`config.mk`:
```
export PLATFORM = sky130hd
export DESIGN_NAME = calc_cmd_sequencer
export DESIGN_NICKNAME = d
export VERILOG_FILES = /design/src/rtl/calc_pkg.sv /design/src/rtl/calc_cmd_fifo.sv /design/src/rtl/calc_cmd_sequencer.sv
export SDC_FILE = /design/constraint.sdc
export NUM_CORES = 1
export LEC_CHECK = 0
export ABC_AREA = 1
export CAP_MARGIN = 40
export CORE_ASPECT_RATIO = 0.75
export CORE_MARGIN = 3
export CORE_UTILIZATION = 50
export CTS_CLUSTER_SIZE = 8
export DETAILED_ROUTE_END_ITERATION = 16
export PLACE_DENSITY_LB_ADDON = 0.08
export SETUP_SLACK_MARGIN = 0.4
export SLEW_MARGIN = 5
export SYNTH_ARGS = -nofsm -noshare
export SYNTH_HDL_FRONTEND = slang
export SYNTH_SLANG_ARGS = --single-unit
```
`constraint.sdc`:
```
create_clock -name clock -period 2.7 [get_ports clock]
set_input_delay 0.54 -clock clock [delete_from_list [all_inputs] [get_ports clock]]
set_output_delay 0.54 -clock clock [all_outputs]
set_load 0.005 [all_outputs]
```
`src/rtl/calc_pkg.sv`:
```
// Shared status codes, command codes and sequencer state encoding for the
// keypad-to-core command path.
package calc_pkg;

    localparam logic [1:0] ST_ERROR = 2'b00;
    localparam logic [1:0] ST_BUSY  = 2'b01;
    localparam logic [1:0] ST_READY = 2'b10;

    localparam logic [3:0] CMD_ADD  = 4'd10;
    localparam logic [3:0] CMD_SUB  = 4'd11;
    localparam logic [3:0] CMD_MUL  = 4'd12;
    localparam logic [3:0] CMD_NOP  = 4'd13;
    localparam logic [3:0] CMD_EQ   = 4'd14;
    localparam logic [3:0] CMD_BKSP = 4'd15;

    typedef enum logic [2:0] {
        IDLE,
        ISSUE,
        WAIT_BUSY,
        WAIT_READY,
        FAULT
    } seq_state_e;

    // 2'b11 is not a legal core status and is handled like an error.
    function automatic logic is_fault_status(input logic [1:0] status);
        return (status == ST_ERROR) || (status == 2'b11);
    endfunction

endpackage

```
`src/rtl/calc_cmd_fifo.sv`:
```
// DEPTH x 4-bit synchronous FIFO for queued keypad commands, with a
// single-cycle flush that empties it regardless of push/pop.
module calc_cmd_fifo #(
    parameter int DEPTH = 8
) (
    input  logic                     clock,
    input  logic                     reset,
    input  logic                     push,
    input  logic                     pop,
    input  logic                     flush,
    input  logic [3:0]               din,
    output logic [3:0]               dout,
    output logic                     full,
    output logic                     empty,
    output logic [$clog2(DEPTH):0]   count
);

    localparam int AW = $clog2(DEPTH);
    localparam int CW = AW + 1;

    logic [3:0]    mem [DEPTH];
    logic [AW-1:0] wr_ptr;
    logic [AW-1:0] rd_ptr;
    logic          push_ok;
    logic          pop_ok;

    assign full    = (count == CW'(DEPTH));
    assign empty   = (count == '0);
    assign pop_ok  = pop && !empty;
    // A pop frees the slot this push needs, so a full FIFO still accepts.
    assign push_ok = push && (!full || pop_ok);
    assign dout    = mem[rd_ptr];

    always_ff @(posedge clock) begin
        if (push_ok && !flush) begin
            mem[wr_ptr] <= din;
        end
    end

    always_ff @(posedge clock or posedge reset) begin
        if (reset) begin
            wr_ptr <= '0;
            rd_ptr <= '0;
            count  <= '0;
        end else if (flush) begin
            wr_ptr <= '0;
            rd_ptr <= '0;
            count  <= '0;
        end else begin
            if (push_ok) begin
                wr_ptr <= wr_ptr + AW'(1);
            end
            if (pop_ok) begin
                rd_ptr <= rd_ptr + AW'(1);
            end
            case ({push_ok, pop_ok})
                2'b10:   count <= count + CW'(1);
                2'b01:   count <= count - CW'(1);
                default: count <= count;
            endcase
        end
    end

endmodule

```
`src/rtl/calc_cmd_sequencer.sv`:
```
// Queues keypad commands and issues them to the calculator core one at a
// time, pacing on the core's ready/busy handshake and trapping core errors.
//
// state      | meaning
// -----------+-----------------------------------------------------------
// IDLE       | NOP on calc_cmd; pop head when queue non-empty and core ready
// ISSUE      | popped command held on calc_cmd for HOLD_CYCLES cycles
// WAIT_BUSY  | waiting up to BUSY_WINDOW cycles for core to report busy
// WAIT_READY | core busy; waiting for ready, TIMEOUT cycles at most
// FAULT      | core reported error; queue flushed, input blocked until reset
module calc_cmd_sequencer
    import calc_pkg::*;
#(
    parameter int         DEPTH       = 8,
    parameter int         HOLD_CYCLES = 2,
    parameter int         BUSY_WINDOW = 4,
    parameter int         TIMEOUT     = 64,
    parameter logic [3:0] NOP_CMD     = CMD_NOP
) (
    input  logic                     clock,
    input  logic                     reset,
    input  logic                     key_valid,
    input  logic [3:0]               key_cmd,
    output logic                     key_ready,
    input  logic [1:0]               calc_status,
    output logic [3:0]               calc_cmd,
    output logic                     seq_busy,
    output logic [$clog2(DEPTH):0]   fifo_count,
    output logic                     timeout_pulse,
    output logic                     calc_error
);

    localparam int WW = $clog2(BUSY_WINDOW + 1);
    localparam int TW = $clog2(TIMEOUT + 1);

    localparam logic [2:0]    HOLD_LAST = 3'(HOLD_CYCLES);
    localparam logic [WW-1:0] WIN_LAST  = WW'(BUSY_WINDOW - 1);
    localparam logic [TW-1:0] TO_LAST   = TW'(TIMEOUT - 1);

    seq_state_e    state;
    logic [2:0]    hold_cnt;
    logic [WW-1:0] win_cnt;
    logic [TW-1:0] to_cnt;

    logic       fault_in;
    logic       fifo_push;
    logic       fifo_pop;
    logic       fifo_flush;
    logic       fifo_full;
    logic       fifo_empty;
    logic [3:0] fifo_head;

    assign fault_in   = is_fault_status(calc_status);
    assign fifo_flush = fault_in || (state == FAULT);
    assign key_ready  = !reset && !fifo_full && (state != FAULT);
    // NOP keys complete the handshake but never occupy a slot.
    assign fifo_push  = key_valid && key_ready && (key_cmd != NOP_CMD);
    assign fifo_pop   = (state == IDLE) && !fifo_empty && (calc_status == ST_READY);
    assign seq_busy   = (state != IDLE) || !fifo_empty;

    calc_cmd_fifo #(
        .DEPTH (DEPTH)
    ) u_fifo (
        .clock (clock),
        .reset (reset),
        .push  (fifo_push),
        .pop   (fifo_pop),
        .flush (fifo_flush),
        .din   (key_cmd),
        .dout  (fifo_head),
        .full  (fifo_full),
        .empty (fifo_empty),
        .count (fifo_count)
    );

    always_ff @(posedge clock or posedge reset) begin
        if (reset) begin
            state         <= IDLE;
            calc_cmd      <= NOP_CMD;
            timeout_pulse <= 1'b0;
            calc_error    <= 1'b0;
            hold_cnt      <= '0;
            win_cnt       <= '0;
            to_cnt        <= '0;
        end else begin
            timeout_pulse <= 1'b0;
            if (fault_in) begin
                state      <= FAULT;
                calc_error <= 1'b1;
                calc_cmd   <= NOP_CMD;
            end else begin
                case (state)
                    IDLE: begin
                        calc_cmd <= NOP_CMD;
                        if (fifo_pop) begin
                            state    <= ISSUE;
                            calc_cmd <= fifo_head;
                            hold_cnt <= 3'd1;
                        end
                    end
                    ISSUE: begin
                        if (hold_cnt >= HOLD_LAST) begin
                            state    <= WAIT_BUSY;
                            calc_cmd <= NOP_CMD;
                            win_cnt  <= '0;
                        end else begin
                            hold_cnt <= hold_cnt + 3'd1;
                        end
                    end
                    WAIT_BUSY: begin
                        if (calc_status == ST_BUSY) begin
                            state  <= WAIT_READY;
                            to_cnt <= '0;
                        end else if (win_cnt >= WIN_LAST) begin
                            state <= IDLE;
                        end else begin
                            win_cnt <= win_cnt + WW'(1);
                        end
                    end
                    WAIT_READY: begin
                        if (calc_status == ST_READY) begin
                            state <= IDLE;
                        end else if (to_cnt >= TO_LAST) begin
                            // Hung core: drop the command rather than retry it.
                            timeout_pulse <= 1'b1;
                            state         <= IDLE;
                        end else begin
                            to_cnt <= to_cnt + TW'(1);
                        end
                    end
                    FAULT: begin
                        calc_cmd <= NOP_CMD;
                    end
                    default: begin
                        state    <= IDLE;
                        calc_cmd <= NOP_CMD;
                    end
                endcase
            end
        end
    end

endmodule

```
* After elaboration in Yosys (flattened, before gate mapping)
Memory sizes are Yosys's and may differ from the RTL's.
Cells that the tools add are included.
** Operators by class
- Add/sub/neg operators :: 7
- $mul :: 0
- Div/mod/pow operators :: 0
- Order comparisons :: 3
- Eq/ne operators :: 26
- Shift-type cells :: 0
- Muxes and demuxes :: 34
- Bitwise operators :: 1
- Reductions and logical operators :: 33
** Operators by type and width (count)
- $mux 3 :: 15
- $mux 7 :: 3
- $mux 4 :: 4
- $ne 2x2->1 const B :: 8
- $pmux 3 s5 :: 1
- $reduce_and 5->1 :: 3
- $pmux 7 s2 :: 1
- $add 3x1->3 const B :: 4
- $ne 4x4->1 const B :: 3
- $pmux 3 s2 :: 2
- $pmux 4 s3 :: 1
- $reduce_bool 2->1 :: 5
- $logic_and 1x1->1 :: 9
- $pmux 4 s2 :: 1
- $add 7x1->7 const B :: 1
- $ge 7x6->1 const B :: 1
- $eq 2x2->1 const B :: 3
- $eq 3x2->1 const B :: 2
- $ge 3x2->1 const B :: 2
- $mux 1 :: 6
- $ne 3x3->1 const B :: 2
- $reduce_bool 3->1 :: 2
- $add 4x1->4 const B :: 1
- $eq 2x1->1 const B :: 2
- 15 further kinds :: 22
** Word-level totals
- Bits in registers :: 32
- Latch bits :: 0
- RAM bits :: 32
- ROM bits :: 0
- Input bits :: 9
- Output and inout port bits :: 12
- Logic and storage cells :: 115
- Memories :: 1
** Memories
- u_fifo.mem :: depth 8, bits a word 4, read ports 1, clocked after Yosys merged registers in 0, wr ports 1, RTL line calc_cmd_fifo.sv:21 : logic [3:0] mem [DEPTH];

* Depth between registers and ports, before layout
- Depth in word-level cells :: 10
- Mapped depth :: 15
- Mapped depth without buffers :: 15

* Modules after synthesis
A second synthesis with hierarchy kept.
** Second synthesis, totals
- Cells, all modules :: 371
- Area, all modules :: 3417.0 sq um
** By module, submodules not included
- calc_cmd_fifo :: instances 1, cells an instance 184, area an instance 1974.4 sq um, sequential area each 1211.2 sq um
- calc_cmd_sequencer :: instances 1, cells an instance 187, area an instance 1442.6 sq um, sequential area each 554.3 sq um

* Least setup slack after synthesis
No wires, ideal clock.
- Kind :: input to register
- Start point :: input port reset
- End point :: register u_fifo.count[3]
- Data arrival time :: 2.514 ns
- Data required time :: 2.583 ns
- Path slack :: 0.069 ns
- Stages on the path :: 14
- Cells stage by stage :: inv_1 > nand2_1 > nor2_4 > nand2_2 > nand2_2 > inv_2 > ha_1 > nand2_1 > inv_1 > nand3_1 > nand2_1 > nand2_1 > nand3_1 > nand2_1
** On the way
- Word-level cells in the longest chain between the ends :: 9
** RTL lines
- from (decl) :: RTL line calc_cmd_sequencer.sv:21 : input logic reset,
- $logic_not 1->1 (no line) *
- $logic_and 1x1->1 * (2 in series) :: RTL line calc_cmd_sequencer.sv:55 : assign key_ready = !reset && !fifo_full && (state != FAULT);
- named net key_ready :: RTL line calc_cmd_sequencer.sv:24 : output logic key_ready,
- $logic_and 1x1->1 * (2 in series) :: RTL line calc_cmd_sequencer.sv:57 : assign fifo_push = key_valid && key_ready && (key_cmd != NOP_CMD);
- $logic_and 1x1->1 * :: RTL line calc_cmd_fifo.sv:31 : assign push_ok = push && (!full || pop_ok);
- $eq 2x1->1 or $eq 2x2->1 (tied branches) :: RTL line calc_cmd_fifo.sv:56 : case ({push_ok, pop_ok})
- $pmux 4 s2 :: RTL line calc_cmd_fifo.sv:56
- $mux 4 :: RTL line calc_cmd_fifo.sv:45 : end else if (flush) begin
- to (signal assigned) :: RTL line calc_cmd_fifo.sv:57 : 2'b10: count <= count + CW'(1);
- to (signal assigned) :: RTL line calc_cmd_fifo.sv:58 : 2'b01: count <= count - CW'(1);
- to (signal assigned) :: RTL line calc_cmd_fifo.sv:59 : default: count <= count;
- to (decl) :: RTL line calc_cmd_fifo.sv:15 : output logic [$clog2(DEPTH):0] count
The timed path passes the listed nets; every way through them passes the cells marked *.
A chain may end at the register's enable or synchronous reset.

* Final worst setup path
- Start point :: input port calc_status[0]
- End point :: memory u_fifo.mem[0][2] (enable)
** RTL lines
- from (decl) :: RTL line calc_cmd_sequencer.sv:25 : input logic [1:0] calc_status,
- $eq 2x2->1 or $logic_not 2->1 (tied branches) :: RTL line calc_pkg.sv:26 : return (status == ST_ERROR) || (status == 2'b11);
- $logic_or 1x1->1 * :: RTL line calc_pkg.sv:26
- named net fault_in :: RTL line calc_cmd_sequencer.sv:45 : logic fault_in;
- $logic_or 1x1->1 * :: RTL line calc_cmd_sequencer.sv:54 : assign fifo_flush = fault_in || (state == FAULT);
- $logic_not 1->1 * :: RTL line calc_cmd_fifo.sv:35 : if (push_ok && !flush) begin
- $logic_and 1x1->1 * :: RTL line calc_cmd_fifo.sv:35
- $mux 1 * :: RTL line calc_cmd_fifo.sv:35
- $mux 1 (implied by the code) * :: RTL line calc_cmd_fifo.sv:36 : mem[wr_ptr] <= din;
- to (decl) :: RTL line calc_cmd_fifo.sv:21
Marked as above.

==> impl_metrics.env <==
export IMPL_wl_per_cell_um=13.8
export IMPL_final_nets=393
export IMPL_cp_required_ps=2710
export IMPL_regArea_um2=1770
export IMPL_wl_met1_um=3260
export IMPL_synth_cell_types=35
export IMPL_portBuffers=20
export IMPL_die_h_um=74.4
export IMPL_avgSynthCellArea_um2=9.40
export IMPL_finalCritPeriodShare_pct=79.4
export IMPL_place_area_um2=3490
export IMPL_timing_fmax_ghz=0.467
export IMPL_top_layer="met4"
export IMPL_ant_nets=0
export IMPL_cts_buffers=9
export IMPL_reg2reg_from="u_fifo.rd_ptr[0]"
export IMPL_route_detailed_drc=0
export IMPL_ff2ff_path_depth=5
export IMPL_cp_arrival_ps=2160
export IMPL_detailed_place_hpwl_um=4500
export IMPL_rows=24
export IMPL_setup_tns_ps=0
export IMPL_grt_overflow=0
export IMPL_grt_pass1_wl_um=10600
export IMPL_slew_viol_final=0
export IMPL_crit_start="calc_status[0]"
export IMPL_period_minus_slack_ps=2140
export IMPL_hp_class="reg2reg"
export IMPL_setup_violations_final=0
export IMPL_root_buffer="clkbuf_8"
export IMPL_fillCellCount=486
export IMPL_cap_violations=0
export IMPL_cts_sinks=64
export IMPL_vias_per_cell=5.14
export IMPL_powerDensity_nw_per_um2=691
export IMPL_rr_endpoint="calc_cmd[1]"
export IMPL_cp_max_fo=5
export IMPL_synth_seq_cells=64
export IMPL_critical_path_class="in2reg"
export IMPL_clock_latency_ps=350
export IMPL_start_kind="primary input"
export IMPL_final_cell_count_no_fill=455
export IMPL_grt_total_usage_pct=19.0
export IMPL_synthCells=332
export IMPL_synth_nets=353
export IMPL_wl_met3_um=330
export IMPL_antenna_found_initial=0
export IMPL_die_area_um2=7230
export IMPL_tightest_slew_ps=600
export IMPL_outcome="finished clean"
export IMPL_cpMaxStageDelayCell="clkdlybuf4s50_1"
export IMPL_dr_wl_met2_um=2620
export IMPL_drt_iter0_markers=163
export IMPL_reg2reg_setup_slack_ps=610
export IMPL_h_tree_depth=3
export IMPL_dieWidth_um=97.2
export IMPL_grt_max_degree=33
export IMPL_path_cells="clkdlybuf4s50_1, inv_1, ha_2, nor2_4, inv_2, nor2_2, nand2_1, nor2_1"
export IMPL_area_growth_pct=20.1
export IMPL_ys_seq_area_share_pct=56.6
export IMPL_end_kind="flip-flop"
export IMPL_fin_area_um2=3750
export IMPL_cp_endpoint="u_fifo.mem[0][2]"
export IMPL_p_leak_uw=0.00164
export IMPL_finalHoldViolCount=0
export IMPL_netlist_area_um2=3120
export IMPL_drive_gt1_share_pct=18.0
export IMPL_drt_pass1_iter_count=4
export IMPL_clk_path_buf_depth=2
export IMPL_rsz0062_at_grt="true"
export IMPL_coreArea_um2=5920
export IMPL_total_power_uw=2590
export IMPL_fin_worst_skew_ps=6.41
export IMPL_ioPinCount=21
export IMPL_path_clk_slew_ps=80
export IMPL_yosys_warnings=0
export IMPL_num_antenna_cells=0
export IMPL_hold_buffers=0
export IMPL_routed_wl_um=6280
export IMPL_gp_congestion=0.834
export IMPL_max_slew_margin_pct=60.0
export IMPL_dp_cells=437
export IMPL_initial_core_util_pct=52.7
export IMPL_ir_worst_vdd_mv=0.432
export IMPL_multi_input_area_um2=1160
export IMPL_vias=2340
export IMPL_tritoncts="built"
export IMPL_max_stage_delay_ps=480
export IMPL_grt_pass1_vias=2166
logic make-up (layout without fill, tap and decap cells):
| family | Yosys count | after routing | share of synthesized area (%) |
|---|---|---|---|
| DFF | 64 | 64 | 56.6 |
| xor gates and xnor gates | 2 | 2 | 0.562 |
| AOI/OAI and AO/OA | 57 | 57 | 10.3 |
| adders and majority gates | 12 | 12 | 4.81 |
| and+or+nand+nor | 144 | 144 | 21.3 |
| buffers and inverters | 53 | 98 | 6.50 |
Yosys cell counts, drive strengths merged:
master / instances / share of area [%]
a21oi: 7 / 1.1
a22o: 1 / 0.28
a22oi: 1 / 0.24
a31o: 1 / 0.28
a32o: 1 / 0.32
and3: 1 / 0.24
buf: 3 / 0.48
clkbuf: 2 / 0.24
clkinv: 1 / 0.12
dfrtp: 29 / 23
dfstp: 3 / 2.5
edfxtp: 32 / 31
ha: 12 / 4.8
inv: 47 / 5.7
nand2: 71 / 8.9
nand3: 17 / 2.7
nand4: 2 / 0.40
nor2: 40 / 5.9
nor3: 9 / 1.9
nor3b: 3 / 0.88
o2111ai: 1 / 0.28
o21a: 1 / 0.24
o21ai: 36 / 5.9
o22ai: 8 / 1.6
or2: 1 / 0.20
xnor2: 1 / 0.28
xor2: 1 / 0.28
registers in the layout (all words and copies together) (netlist names):
signal         flops
calc_cmd           4
hold_cnt           3
u_fifo.mem        32
timeout_pulse      1
u_fifo.count       4
state              3
u_fifo.wr_ptr      3
to_cnt             7
u_fifo.rd_ptr      3
calc_error         1
win_cnt            3
worst min path at each step:
stage                     startpoint          to  cells past startpoint
after CTS                 calc_error  calc_error                      1
after detailed placement  calc_error  calc_error                      1
after global placement    calc_error  calc_error                      1
after floorplan           calc_error  calc_error                      1
after global routing      calc_error  calc_error                      1
final                     calc_error  calc_error                      1
metal layers:
metal	vias to the layer above	GRT usage, %
met1	1091	28.5
met3	10	5.34
met2	51	26.8
met5	-	0
li1	1188	-
met4	0	5.61
area by class of cell:
class	count	area share, %
clock buffers	9	3.31
clock inverters	7	2.74
inverters	48	5.01
multi-input cells	215	31.1
flip-flops and latches	64	47.2
well taps	78	2.61
repair buffers	34	8.12
power breakdown:
part	leakage [µW]	internal (µW)	switching (µW)
Sequential	0.000690	1110	79.9
Combinational	0.000837	190	272
Clock	0.000111	530	408
cell usage in the layout (no fill, tap or decap), types with 2 or more instances in the layout:
| master | synthesis | final |
|---|---|---|
| clkinvlp_4 | 0 | 3 |
| nor2_4 | 3 | 4 |
| inv_2 | 8 | 8 |
| buf_4 | 0 | 14 |
| o22ai_1 | 8 | 8 |
| a21oi_1 | 7 | 7 |
| dfstp_2 | 3 | 3 |
| bufinv_16 | 0 | 2 |
| nand2_2 | 5 | 5 |
| clkdlybuf4s50_1 | 0 | 19 |
| o21ai_0 | 31 | 31 |
| inv_1 | 39 | 38 |
| nand3_1 | 17 | 17 |
| o21ai_1 | 4 | 4 |
| nor3_1 | 6 | 6 |
| nor2_1 | 32 | 30 |
| nor3_2 | 3 | 3 |
| nand4_1 | 2 | 2 |
| inv_6 | 0 | 3 |
| nor3b_1 | 2 | 2 |
| nor2_2 | 5 | 6 |
| ha_1 | 12 | 11 |
| dfrtp_1 | 29 | 28 |
| nand2_1 | 66 | 66 |
| clkbuf_8 | 0 | 9 |
| edfxtp_1 | 32 | 32 |
repair_timing:
item,in CTS,in global routing
pin swaps,0,2
endpoints found under the setup margin,2,10
gates resized for setup,2,5
buffers inserted,0,2
per-stage QoR:
stage               hold slack, ps  utilization, %  setup slack [ps]
finish                         473            63.3               557
global route                   509            63.3               373
detailed placement             457            59.0               125
global placement               449            59.0               133
CTS                            474            62.8               442
floorplan                      462               -               411
worst max-delay path, delay by kind of cell:
family	cells	cell delay, ps
buffers and inverters	3	610
adders and majority gates	1	310
and+or+nand+nor	4	700
No activity file was read; power rests on OpenSTA's default activity.
==> variant 1, RTL diff (config.mk and constraints unchanged) <==
Add an input register stage for `key_valid` and `key_cmd`, with the module's reset; this delays them by one clock. The other inputs are not delayed to match.
--- a/src/rtl/calc_cmd_sequencer.sv
+++ b/src/rtl/calc_cmd_sequencer.sv
@@ -37,6 +37,19 @@
     localparam logic [WW-1:0] WIN_LAST  = WW'(BUSY_WINDOW - 1);
     localparam logic [TW-1:0] TO_LAST   = TW'(TIMEOUT - 1);
 
+    logic key_valid_q;
+    logic [3:0] key_cmd_q;
+
+    always_ff @(posedge clock or posedge reset) begin
+        if (reset) begin
+            key_valid_q <= '0;
+            key_cmd_q   <= '0;
+        end else begin
+            key_valid_q <= key_valid;
+            key_cmd_q   <= key_cmd;
+        end
+    end
+
     seq_state_e    state;
     logic [2:0]    hold_cnt;
     logic [WW-1:0] win_cnt;
@@ -54,7 +67,7 @@
     assign fifo_flush = fault_in || (state == FAULT);
     assign key_ready  = !reset && !fifo_full && (state != FAULT);
     // NOP keys complete the handshake but never occupy a slot.
-    assign fifo_push  = key_valid && key_ready && (key_cmd != NOP_CMD);
+    assign fifo_push  = key_valid_q && key_ready && (key_cmd_q != NOP_CMD);
     assign fifo_pop   = (state == IDLE) && !fifo_empty && (calc_status == ST_READY);
     assign seq_busy   = (state != IDLE) || !fifo_empty;
 
@@ -66,7 +79,7 @@
         .push  (fifo_push),
         .pop   (fifo_pop),
         .flush (fifo_flush),
-        .din   (key_cmd),
+        .din   (key_cmd_q),
         .dout  (fifo_head),
         .full  (fifo_full),
         .empty (fifo_empty),
Behaviour: not the same (a bounded check fails within 4 cycles, from zero or initial values and one cycle with reset high).
==> variant 1 against the unedited design <==
Wire length is 8.1% higher. Sequential cell count is 5 higher. Largest cell class unchanged. Final area is 6.3% higher. Synthesized area is 9.0% higher. Synthesized cell count is 3.0% higher. Power is 1.3% higher. Cell count is 2.2% higher. Clock skew is 0.0028 ns higher. Setup slack worse by 0.091 ns. Register-to-register slack better by 0.11 ns.
==> variant 1: results (changes against the unedited design) <==
[placement]
place.gp.congestion=0.834  ; about the same
dp_hpwl_um=4900  ; +9.0%

[global_routing]
grt_pass1_vias=2342  ; +8.1%
use_met3=0.0656  ; +0.0122
grtUsageMet2=0.255  ; -0.0138
grt_use_met1=0.320  ; +0.0350
grt_max_degree=38  ; +15%
grt_use_total=0.198  ; +0.00767

[layout]
final_layout_size_suffix_gt1_frac=0.206  ; +0.0254
nets=400  ; +1.8%

[power]
p_leak_uw=0.00175  ; +7.1%

[timing]
fin_skew_ns=0.00921  ; +0.00281 ns
worst_slew_pin_slew_ns=0.485  ; -0.115 ns

[worst_setup_path]
cp.required_ns=2.72  ; about the same
worstReg2RegEnd=u_fifo.count[3]$_DFFE_PP0P_
cp_top_family=simple AND/OR/NAND/NOR gates
r2r_setup_slack_ns=0.72  ; +0.11 ns
r2r_cells=14  ; +9

[synth]
ys_seq_area_frac=0.556  ; -0.0101
yosys.area_share.adder=0.0442  ; -0.00398
synthDistinctLibCells=39  ; +11%
synthArstFlopShare=0.536  ; +0.0362
synth_fp_nets=363  ; +2.8%
synthTopCellsByCount=nand2_1, inv_1, dfrtp_1, edfxtp_1, nor2_1
synth_xor_area_frac=0.0103  ; +0.00469
synth_flop_cell=dfrtp_1

[run_status]
status=complete, no violations

[drt]
drt_iter0_markers=112  ; -31%
wire_per_inst_um=14.6  ; +5.8%

[floorplanning]
dieWidth_um=101  ; +4.1%

## variant 1: cell count changes after synthesis, moves of 3 or more
cell,delta
o21ai_1,+4
nor2_8,+3
nand2_1,-6
dfrtp_1,+5
nand2_4,+4
nor3_1,-3
nand3_2,+3
## variant 1: per-stage QoR
step           std cells  setup WS [ns]  instance area [µm²]   util  power (µW)
2_1_floorplan        342          0.418                 3420      -        1700
3_3_place_gp         445          0.139                 3750  0.583        1880
3_5_place_dp         445         0.0926                 3750  0.583        1890
4_1_cts              462          0.424                 3940  0.611        2640
5_1_grt              465          0.350                 3980  0.618        2790
6_report             465          0.466                 3980  0.618        2620
## variant 1: power breakdown
part / internal (µW) / switching (µW) / total [µW]
registers: 1190 / 89.0 / 1280
logic: 224 / 372 / 596
clock network: 334 / 411 / 744
## variant 1: layout make-up
cell class	count	area, µm²
clock buffer	9	124
fill	533	2460
sequential	69	1890
multi-input combinational	222	1360
clock inverter	7	50.0
tap	81	101
timing repair buffer	31	282
inverter	46	179
## variant 1: routing by layer
layer  up-vias  part of all wire
met5         -                 0
met4         0            0.0074
met3         5             0.069
met2        73              0.41
met1      1157              0.52
li1       1210                 -
## variant 1: worst max path at each step
stage | cells past startpoint | to | slack [ns] | start
6_report | 8 | u_fifo.mem[2][2]$_DFFE_PP_ | 0.47 | calc_status[0]
5_1_grt | 8 | u_fifo.mem[2][2]$_DFFE_PP_ | 0.35 | calc_status[0]
4_1_cts | 5 | seq_busy | 0.42 | u_fifo.count[0]$_DFFE_PP0P_
3_5_place_dp | 8 | u_fifo.mem[6][3]$_DFFE_PP_ | 0.09 | calc_status[0]
3_3_place_gp | 8 | u_fifo.mem[5][1]$_DFFE_PP_ | 0.14 | calc_status[0]
2_1_floorplan | 13 | u_fifo.count[3]$_DFFE_PP0P_ | 0.42 | reset
## variant 1: logic make-up (layout without fill, tap and decap cells)
logic type      after synthesis  after routing
simple gates                148            148
flops                        69             69
compound gates               58             58
buf+inv                      51             93
fa+ha+maj                    12             12
xor+xnor                      4              4
## variant 1: timing repair
| action | 4_1_cts | 5_1_grt |
|---|---|---|
| endpoints found under the hold margin | 0 | 0 |
| buffers inserted | 1 | 3 |
| hold buffers | 0 | 0 |
| resized for setup | 2 | 6 |
| pin swaps | 0 | 2 |
| endpoints found under the setup margin | 2 | 29 |
| gates cloned | 0 | 0 |
==> variant 2, RTL diff (config.mk and constraints unchanged) <==
Made on the original files. The parameter `BUSY_WINDOW` goes from 4 to 8.
--- a/src/rtl/calc_cmd_sequencer.sv
+++ b/src/rtl/calc_cmd_sequencer.sv
@@ -13,7 +13,7 @@
 #(
     parameter int         DEPTH       = 8,
     parameter int         HOLD_CYCLES = 2,
-    parameter int         BUSY_WINDOW = 4,
+    parameter int         BUSY_WINDOW = 8,
     parameter int         TIMEOUT     = 64,
     parameter logic [3:0] NOP_CMD     = CMD_NOP
 ) (
Behaviour: not the same (a bounded check fails within 10 cycles, from zero or initial values and one cycle with reset high).
==> variant 2 against the unedited design <==
Critical path depth increased by 1. Sequential cell count increased by 1. Highest routed layer unchanged. Wire length rose by 6.6%. Power shrank 9.7%. Setup slack worse by 0.053 ns. Count of clock-buffer cells in the layout rose by 1. Synthesized cell count shrank 0.30%. Largest cell class unchanged. Via count rose by 0.64%. Final area grew 0.97%. Synthesized area is 0.80% higher.
==> variant 2: results (changes against the unedited design) <==
[worst_setup_path]
cp_top_family=buffers and inverters
r2r_cells=15  ; +10
cp.arrival_ns=2.26  ; +0.10 ns
r2r_setup_slack_ns=0.80  ; +0.19 ns

[hold_path]
hold-path-cell-count=1  ; unchanged

[synth]
yosys.area_share.adder=0.0398  ; -0.00834
synthDistinctLibCells=33  ; -5.7%
synth_fp_nets=350  ; -0.85%
ys_seq_area_frac=0.569  ; +0.00345
ys_top_cells_by_area=edfxtp_1, dfrtp_1, nand2_1, o21ai_0, inv_1
synth-edff-count=32  ; unchanged
synthTopCellsByCount=nand2_1, inv_1, nor2_1, edfxtp_1
synth_xor_area_frac=0.0111  ; +0.00553

[timing]
slew_headroom=0.659  ; +0.0595
holdWs_ns=0.475  ; +0.00223 ns
fin_ws_ns=0.504  ; -0.0531 ns
fin_skew_ns=0.00687  ; +0.000465 ns

[global_routing]
use_met3=0.0713  ; +0.0179
antenna_found_initial=0  ; unchanged
grt_use_total=0.202  ; +0.0126
grt_pass1_wl_um=11200  ; +5.8%
grt_max_degree=34  ; +3.0%
grtUsageMet2=0.273  ; +0.00424

[layout]
nets=394  ; +0.25%
final_layout_size_suffix_gt1_frac=0.200  ; +0.0196

[power]
max-vdd-ir-drop_mv=0.347  ; -20%
p_leak_uw=0.00164  ; +0.15%

[drt]
vias=2355  ; +0.64%
wl_um=6700  ; +6.6%
drt_iter0_markers=151  ; -7.4%

[placement]
place.gp.congestion=0.849  ; +1.9%
dpl-instance-area_um2=3520  ; +0.90%
dp_hpwl_um=4890  ; +8.8%
pre_cts_ws_ns=0.0265  ; -0.0989 ns

[run_status]
status=complete, no violations

-- variant 2: cell types whose count changed in the layout (fill, tap and decap cells not counted), sizes merged, moves of 2 or more --
cell | unedited run | this run
o21ai | 36 | 33
nor3 | 9 | 6
buf | 14 | 17
ha | 12 | 10
xor2 | 1 | 4
bufinv | 2 | 0
inv | 49 | 43
nand4 | 2 | 0
nand3 | 17 | 14
a21oi | 7 | 13
nand2 | 71 | 77
clkinvlp | 3 | 5
nor2 | 40 | 44
o22a | 0 | 2
-- variant 2: repair_timing --
action,in CTS,in global routing
setup buffers,0,5
pin swaps,0,2
gates resized for setup,2,18
endpoints found under the setup margin,2,36
-- variant 2: metrics by stage --
step                      total power [µW]  std cells
after detailed placement              1620        437
after CTS                             2340        453
final                                 2340        458
after global routing                  2490        458
after floorplan                       1460        331
after global placement                1610        437
-- variant 2: path summary, 6_finish.rpt --
| check | end | start |
|---|---|---|
| min | calc_error$_DFFE_PP0N_ | calc_error$_DFFE_PP0N_ |
| max | u_fifo.mem[3][3]$_DFFE_PP_ | calc_status[0] |
| max in group asynchronous | calc_cmd[3]$_DFFE_PP1P_ | reset |
| min reg2reg | calc_error$_DFFE_PP0N_ | calc_error$_DFFE_PP0N_ |
| max reg2reg | u_fifo.count[2]$_DFFE_PP0P_ | state[0]$_DFFE_PP0P_ |
| min in group asynchronous | u_fifo.rd_ptr[2]$_DFFE_PP0P_ | reset |
-- variant 2: per-layer routing --
| layer | vias up | wire length (µm) |
|---|---|---|
| li1 | 1189 | - |
| met1 | 1096 | 3440 |
| met2 | 61 | 2670 |
| met3 | 9 | 529 |
| met4 | 0 | 59 |
| met5 | - | 0 |
-- variant 2: cell families (layout without fill, tap and decap cells) --
kind of cell	count (synthesis)	after routing
AO/OA/AOI/OAI	61	61
XOR/XNOR	4	4
adder cells (fa/ha/maj)	10	10
buffers and inverters	47	96
flip-flops	65	65
AND/OR/NAND/NOR	144	144
-- variant 2: cell type report --
| cell class | count | area (µm²) |
|---|---|---|
| fillers | 508 | 2160 |
| flip-flops and latches | 65 | 1790 |
| multi-input cells | 219 | 1230 |
| repair buffers | 37 | 329 |
| inverters | 43 | 165 |
| clock buffers | 10 | 128 |
| well taps | 78 | 97.6 |
| clock inverters | 6 | 43.8 |
-- variant 2: report_power, final --
group	switching (µW)	internal, µW
Combinational	256	175
Sequential	66.2	1120
Clock	388	334
Total	710	1630
